`src/rtl/branch_pkg.sv`:
```
// ----------------------------------------------------------------------------
// branch_pkg
// Shared encodings for the branch prediction / resolution unit.
//   br_op_e    : compare mode carried on branch_op
//   bht_ctr_e  : 2-bit saturating counter states of the branch history table
//   BHT_RESET  : counter value every BHT entry takes on reset
// ----------------------------------------------------------------------------
package branch_pkg;

    typedef enum logic [1:0] {
        BR_BEQ = 2'd0,
        BR_BNE = 2'd1,
        BR_BLT = 2'd2,
        BR_BGE = 2'd3
    } br_op_e;

    typedef enum logic [1:0] {
        SNT = 2'b00,
        WNT = 2'b01,
        WT  = 2'b10,
        ST  = 2'b11
    } bht_ctr_e;

    localparam bht_ctr_e BHT_RESET = WNT;

endpackage

```
`src/rtl/bht_counter_table.sv`:
```
// ----------------------------------------------------------------------------
// bht_counter_table
// Table of BHT_DEPTH 2-bit saturating counters.
// Ports:
//   clk, rst      : clock, synchronous active-high reset (all entries -> WNT)
//   i_rd_idx      : asynchronous read index
//   o_rd_ctr      : counter at i_rd_idx (value before any same-cycle update)
//   i_wr_en       : apply a saturating update at the next clk edge
//   i_wr_idx      : entry to update
//   i_wr_taken    : 1 = count up towards ST, 0 = count down towards SNT
// ----------------------------------------------------------------------------
module bht_counter_table
    import branch_pkg::*;
#(
    parameter int BHT_DEPTH = 16,
    localparam int IDX_W    = $clog2(BHT_DEPTH)
) (
    input  logic             clk,
    input  logic             rst,
    input  logic [IDX_W-1:0] i_rd_idx,
    output logic [1:0]       o_rd_ctr,
    input  logic             i_wr_en,
    input  logic [IDX_W-1:0] i_wr_idx,
    input  logic             i_wr_taken
);

    logic [1:0] r_ctr [BHT_DEPTH];
    logic [1:0] w_wr_old;

    function automatic logic [1:0] sat_update(input logic [1:0] c, input logic up);
        logic [1:0] n;
        if (up) begin
            n = (c == ST) ? c : c + 2'd1;
        end else begin
            n = (c == SNT) ? c : c - 2'd1;
        end
        return n;
    endfunction

    // Read is a plain mux of the registers, so a same-index update in this
    // cycle is only visible after the edge (read-before-write).
    assign o_rd_ctr = r_ctr[i_rd_idx];
    assign w_wr_old = r_ctr[i_wr_idx];

    always_ff @(posedge clk) begin
        if (rst) begin
            for (int i = 0; i < BHT_DEPTH; i++) begin
                r_ctr[i] <= BHT_RESET;
            end
        end else if (i_wr_en) begin
            r_ctr[i_wr_idx] <= sat_update(w_wr_old, i_wr_taken);
        end
    end

endmodule

```
`src/rtl/branch_predict_unit.sv`:
```
// ----------------------------------------------------------------------------
// branch_predict_unit
// Fetch-stage BHT prediction plus a one-cycle registered resolution stage
// for decode-stage branches and jumps.
// Ports:
//   clk, rst              : clock, synchronous active-high reset
//   fetch_pc              : PC being fetched (BHT lookup)
//   predict_taken         : combinational prediction for fetch_pc
//   stall                 : freeze resolution registers and BHT
//   branch, jump          : resolving instruction is a branch / a jump
//   branch_op             : BEQ / BNE / BLT (signed) / BGE (signed)
//   resolve_pc            : PC of resolving instruction (BHT update index)
//   updated_pc            : resolve_pc + PC_INCREASE
//   immediate_extended    : signed branch offset
//   rdata_1, rdata_2      : signed compare operands
//   predicted_taken       : prediction made at fetch for this instruction
//   pc_src                : registered redirect request
//   redirect_pc           : registered corrected PC
//   mispredict            : registered flush request
// Optional (macro BRANCH_STATS_EN):
//   stat_branches         : saturating count of resolved branches/jumps
//   stat_mispredicts      : saturating count of mispredicts
// ----------------------------------------------------------------------------
module branch_predict_unit
    import branch_pkg::*;
#(
    parameter int DATA_W      = 16,
    parameter int BHT_DEPTH   = 16,
    parameter int PC_INCREASE = 4
) (
    input  logic              clk,
    input  logic              rst,
    input  logic [DATA_W-1:0] fetch_pc,
    output logic              predict_taken,
    input  logic              stall,
    input  logic              branch,
    input  logic              jump,
    input  logic [1:0]        branch_op,
    input  logic [DATA_W-1:0] resolve_pc,
    input  logic [DATA_W-1:0] updated_pc,
    input  logic [DATA_W-1:0] immediate_extended,
    input  logic [DATA_W-1:0] rdata_1,
    input  logic [DATA_W-1:0] rdata_2,
    input  logic              predicted_taken,
    output logic              pc_src,
    output logic [DATA_W-1:0] redirect_pc,
`ifdef BRANCH_STATS_EN
    output logic [DATA_W-1:0] stat_branches,
    output logic [DATA_W-1:0] stat_mispredicts,
`endif
    output logic              mispredict
);

    localparam int IDX_W = $clog2(BHT_DEPTH);
    localparam logic [DATA_W-1:0] PC_INC = DATA_W'(PC_INCREASE);

    logic signed [DATA_W-1:0] w_op1_p0;
    logic signed [DATA_W-1:0] w_op2_p0;
    br_op_e                   w_op_p0;
    logic                     w_cond_p0;
    logic                     w_taken_p0;
    logic [DATA_W-1:0]        w_target_p0;
    logic                     w_mis_p0;
    logic                     w_bht_upd_p0;
    logic [IDX_W-1:0]         w_fetch_idx;
    logic [IDX_W-1:0]         w_resolve_idx;
    logic [1:0]               w_fetch_ctr;
    logic                     w_unused_pc_bits;

    logic                     r_pc_src_p1;
    logic [DATA_W-1:0]        r_redirect_pc_p1;
    logic                     r_mispredict_p1;

    // ---- stage p0: fetch lookup, compare and target (combinational) ----
    assign w_fetch_idx   = fetch_pc[IDX_W+1:2];
    assign w_resolve_idx = resolve_pc[IDX_W+1:2];
    assign predict_taken = w_fetch_ctr[1];

    // PC bits outside the index field do not take part in prediction.
    assign w_unused_pc_bits = ^{fetch_pc[DATA_W-1:IDX_W+2], fetch_pc[1:0],
                                resolve_pc[DATA_W-1:IDX_W+2], resolve_pc[1:0]};

    assign w_op1_p0 = rdata_1;
    assign w_op2_p0 = rdata_2;
    assign w_op_p0  = br_op_e'(branch_op);

    always_comb begin
        w_cond_p0 = 1'b0;
        unique case (w_op_p0)
            BR_BEQ: w_cond_p0 = (w_op1_p0 == w_op2_p0);
            BR_BNE: w_cond_p0 = (w_op1_p0 != w_op2_p0);
            BR_BLT: w_cond_p0 = (w_op1_p0 <  w_op2_p0);
            BR_BGE: w_cond_p0 = (w_op1_p0 >= w_op2_p0);
            default: w_cond_p0 = 1'b0;
        endcase
    end

    assign w_taken_p0  = jump | w_cond_p0;
    // Wraps modulo 2^DATA_W; no overflow indication is wanted.
    assign w_target_p0 = updated_pc + immediate_extended - PC_INC;

    // A jump always "takes", so it mispredicts exactly when fetch guessed not-taken.
    assign w_mis_p0     = jump ? ~predicted_taken
                               : (branch & (w_taken_p0 != predicted_taken));
    // Jumps never train the table, even when branch is also raised.
    assign w_bht_upd_p0 = branch & ~jump & ~stall;

    bht_counter_table #(
        .BHT_DEPTH (BHT_DEPTH)
    ) u_bht (
        .clk        (clk),
        .rst        (rst),
        .i_rd_idx   (w_fetch_idx),
        .o_rd_ctr   (w_fetch_ctr),
        .i_wr_en    (w_bht_upd_p0),
        .i_wr_idx   (w_resolve_idx),
        .i_wr_taken (w_taken_p0)
    );

    // ---- stage p1: registered resolution ----
    always_ff @(posedge clk) begin
        if (rst) begin
            r_pc_src_p1      <= 1'b0;
            r_redirect_pc_p1 <= '0;
            r_mispredict_p1  <= 1'b0;
        end else if (!stall) begin
            if (jump) begin
                r_pc_src_p1      <= ~predicted_taken;
                r_redirect_pc_p1 <= w_target_p0;
                r_mispredict_p1  <= ~predicted_taken;
            end else if (branch) begin
                r_pc_src_p1      <= w_mis_p0;
                r_redirect_pc_p1 <= w_taken_p0 ? w_target_p0 : updated_pc;
                r_mispredict_p1  <= w_mis_p0;
            end else begin
                r_pc_src_p1      <= 1'b0;
                r_mispredict_p1  <= 1'b0;
            end
        end
    end

    assign pc_src      = r_pc_src_p1;
    assign redirect_pc = r_redirect_pc_p1;
    assign mispredict  = r_mispredict_p1;

`ifdef BRANCH_STATS_EN
    logic [DATA_W-1:0] r_stat_br_p1;
    logic [DATA_W-1:0] r_stat_mis_p1;

    function automatic logic [DATA_W-1:0] sat_inc(input logic [DATA_W-1:0] v);
        return (&v) ? v : v + 1'b1;
    endfunction

    // ---- stage p1: event counters, gated exactly like resolution ----
    always_ff @(posedge clk) begin
        if (rst) begin
            r_stat_br_p1  <= '0;
            r_stat_mis_p1 <= '0;
        end else if (!stall) begin
            if (branch | jump) begin
                r_stat_br_p1 <= sat_inc(r_stat_br_p1);
            end
            if (w_mis_p0) begin
                r_stat_mis_p1 <= sat_inc(r_stat_mis_p1);
            end
        end
    end

    assign stat_branches    = r_stat_br_p1;
    assign stat_mispredicts = r_stat_mis_p1;
`endif

endmodule

```
`config.mk`:
```
export PLATFORM = sky130hd
export DESIGN_NAME = branch_predict_unit
export DESIGN_NICKNAME = d
export VERILOG_FILES = /design/src/rtl/branch_pkg.sv /design/src/rtl/bht_counter_table.sv /design/src/rtl/branch_predict_unit.sv
export SDC_FILE = /design/constraint.sdc
export NUM_CORES = 1
export LEC_CHECK = 0
export CELL_PAD_IN_SITES_DETAIL_PLACEMENT = 0
export CELL_PAD_IN_SITES_GLOBAL_PLACEMENT = 1
export CORE_ASPECT_RATIO = 1.25
export CORE_UTILIZATION = 39
export CTS_BUF_LIST = sky130_fd_sc_hd__clkbuf_8 sky130_fd_sc_hd__clkbuf_16
export CTS_CLUSTER_DIAMETER = 50
export DETAILED_ROUTE_END_ITERATION = 12
export PLACE_DENSITY = 0.95
export REMOVE_ABC_BUFFERS = 1
export SYNTH_ARGS = -nofsm -noshare
export SYNTH_HDL_FRONTEND = slang
export SYNTH_SLANG_ARGS = --single-unit
```
`constraint.sdc`:
```
create_clock -name clk -period 10.5 [get_ports clk]
set_input_delay 3.15 -clock clk [delete_from_list [all_inputs] [get_ports clk]]
set_output_delay 3.15 -clock clk [all_outputs]
set_load 0.01 [all_outputs]
```
==> flow_metrics.tcl <==
set metrics [dict create \
    sw_frac_of_total_pct 29.7 \
    drv_cap 0 \
    syn_area_per_cell_sq_um 8.84 \
    dieWidth_um 94.7 \
    cts_max_level 2 \
    cp-start-kind "input pin" \
    power.share.sequential_pct 36.2 \
    core-area_sq_um 10300 \
    dieHeight_um 118 \
    p_clk_share_pct 30.8 \
    dp_hpwl_um 7740 \
    port_buffers 98 \
    start_util_pct 40.9 \
    fp.dieArea_sq_um 11200 \
    finalCritPeriodShare_pct 80.1 \
    outcome "completed" \
    root_buffer "clkbuf_16" \
    post_cts_resized 0 \
    combinationalPowerShare_pct 33.0 \
    min_period_ps 8410 \
    synth_largest_area_cell "edfxtp_1" \
    grt_pass1_wl_um 17000 \
    relSlewSlack_pct 43.3 \
    grt_start_max_net_pins 39 \
    max_freq_mhz 119 \
    crit_path_max_fanout 4 \
    drive_gt1_share_pct 6.44 \
    endpoint_kind "output port" \
    synth-edff-count 32 \
    ys_types 55 \
    setup_viol 0 \
    nNetsFinal 708 \
    drt-met1-wl_um 4230 \
    postRouteAntennaNets 0 \
    final_max_slew_viol_count 0 \
    holdWs_ps 496 \
    vias 3694 \
    num_io_pins 123 \
    cts_setup_buffers 0 \
    avgViaCountPerCell 5.37 \
    yosysWarningCount 0 \
    ys_ff_latch 49 \
    synthCells 474 \
    dr.first_iter.drc_count 180 \
    routed.top_layer "met4" \
    ys.flop_type "edfxtp_1" \
    cts.clk_slew.worst_paths_ps 70 \
    drc 0 \
    synthToLayoutAreaGrowth_pct 28.7 \
    rsz0062_at_grt "false" \
    async_reset_ff_share_pct 0 \
    dr_wl_met3_um 486 \
    p_per_area_nw_per_um2 112 \
    syn_area_sq_um 4190 \
    power.switching_uw 180 \
    startpoint "fetch_pc[2]" \
    crit_required_ps 7350 \
    min_path_type "reg2reg" \
    cts_hold_buf 0 \
    ys_seq_area_share_pct 31.0 \
    fp-row-count 41 \
    tightest_slew_ps 838 \
    cts.sinks 49 \
    cp.arrival_ps 5260 \
    skew_ps 10.2 \
    synth_area_leaders "edfxtp_1 23%, ha_1 13%, dfxtp_1 8.1%" \
    r2r-start "u_bht.r_ctr[3][1]" \
    clk_latency_ps 290 \
    netlist.area_leader.share_pct 22.9 \
    antennaDiodeCount 0 \
    grt_overflow 0 \
    hp-start "redirect_pc[2]" \
    wl_met2_um 5110 \
    cellLeakagePower_uw 0.00220 \
    drt-total-wl_um 10100 \
    critical_path_class "in2out" \
    tns_ps 0 \
    p_int_uw 426 \
    post_drt_wl_per_cell_um 14.7 \
    antenna_found_initial 0 \
    ir_worst_vdd_v 0.0000645 \
    grt_pass1_vias 3748 \
    drtPass1Iterations 5 \
    cts_made_buffers 5 \
    hold_viol 0 \
    gr-usage-all-layers_pct 19.0 \
    gp_congestion 0.791 \
    cts_tree "built" \
    cts_buffer_depth 2 \
]
## power groups by stage
| stage | sequential (uW) | combinational (uW) | clock, uW |
|---|---|---|---|
| after global placement | 223 | 196 | 0 |
| after CTS | 219 | 202 | 189 |
| final | 219 | 200 | 187 |
| after floorplan | 226 | 116 | 0 |
| after global routing | 220 | 222 | 194 |
| after detailed placement | 223 | 200 | 0 |
## area by class of cell
type                            count  area (sq um)
Multi-Input combinational cell    329          2490
Clock buffer                        5           125
Timing Repair Buffer              100           996
Inverter                           73           274
Tap cell                          129           161
Fill cell                         979          4870
Clock inverter                      3          41.3
Sequential cell                    49          1300
## metrics by stage
stage / cells / util [%] / power [uW] / cell area [sq um] / setup slack [ps]
4_1_cts: 688 / 52.6 / 610 / 5390 / 2070
3_3_place_gp: 680 / 50.9 / 420 / 5230 / 2080
3_5_place_dp: 680 / 50.9 / 424 / 5230 / 2070
2_1_floorplan: 451 / - / 342 / 4070 / 3240
5_1_grt: 688 / 52.6 / 637 / 5390 / 1990
6_report: 688 / 52.6 / 606 / 5390 / 2090
## cell usage in the layout (no fill, tap or decap), drive strengths merged, types with 4 or more instances in the layout
| master | synthesis | final |
|---|---|---|
| clkdlybuf4s50 | 0 | 98 |
| inv | 73 | 73 |
| nor2 | 60 | 60 |
| ha | 45 | 45 |
| edfxtp | 32 | 32 |
| nand3 | 29 | 29 |
| nand2 | 25 | 25 |
| nand2b | 21 | 21 |
| o21ai | 20 | 20 |
| dfxtp | 17 | 17 |
| a21oi | 14 | 14 |
| mux4 | 13 | 13 |
| nor3 | 9 | 9 |
| xnor2 | 8 | 8 |
| a311oi | 8 | 8 |
| o211ai | 7 | 7 |
| o21a | 5 | 5 |
| xor2 | 5 | 5 |
| o311a | 5 | 5 |
| clkbuf | 15 | 5 |
| nor2b | 4 | 4 |
| a21o | 4 | 4 |
## cell families (layout without fill, tap and decap cells)
family | count (synthesis) | in the layout | share of synthesized area, %
AOI/OAI and AO/OA | 87 | 87 | 15.2
muxes | 17 | 17 | 8.00
DFF | 49 | 49 | 31.0
and+or+nand+nor | 164 | 164 | 19.1
adders and majority gates | 48 | 48 | 14.4
buffers and inverters | 96 | 181 | 9.46
xor gates and xnor gates | 13 | 13 | 2.72
## synthesized netlist by cell type, types with 2 or more instances
cell type and instances:
o211ai_1 7, buf_2 2, maj3_2 2, buf_4 3, o21a_1 5, nand3b_1 3
xor2_1 5, nand4_1 2, nor2b_1 4, a211oi_1 3, a211o_1 2, nor2_1 60
buf_6 3, edfxtp_1 32, ha_1 45, a31o_2 3, mux4_2 13, a21oi_1 14
xnor2_1 8, nor3_1 9, a311oi_1 8, mux2_2 2, mux2i_1 2, o221ai_1 3
nand2_2 2, nor3b_1 2, a31oi_1 2, a21o_1 4, clkbuf_1 15, nand2b_1 21
o41ai_1 3, nand3_1 29, o311a_1 5, inv_1 73, nand2_1 22, and4_1 2
dfxtp_1 17, o21ai_0 20
## critical path, cell delays in order
cell and delay [ps]:
clkdlybuf4s50_1 620, mux4_2 540, mux4_2 470, clkdlybuf4s50_1 480
## path summary, 6_finish.rpt
path,cells after the start,slack (ps),end
worst min-delay path,2,500,redirect_pc[2]
worst max-delay path,4,2090,predict_taken
worst max register to register,6,8160,u_bht.r_ctr[4][1]
worst min register to register,2,500,redirect_pc[2]
## registers in the layout (all words and copies together), names as in the netlist
signal       count
mispredict       1
redirect_pc     16
u_bht.r_ctr     32
## routing by layer
metal  global-route usage [%]  vias up
li1                         -     1842
met1                     22.8     1722
met2                     33.7      108
met3                     2.97       22
met4                     6.53        0
met5                        0        -
(Power assumes the default switching activity.)
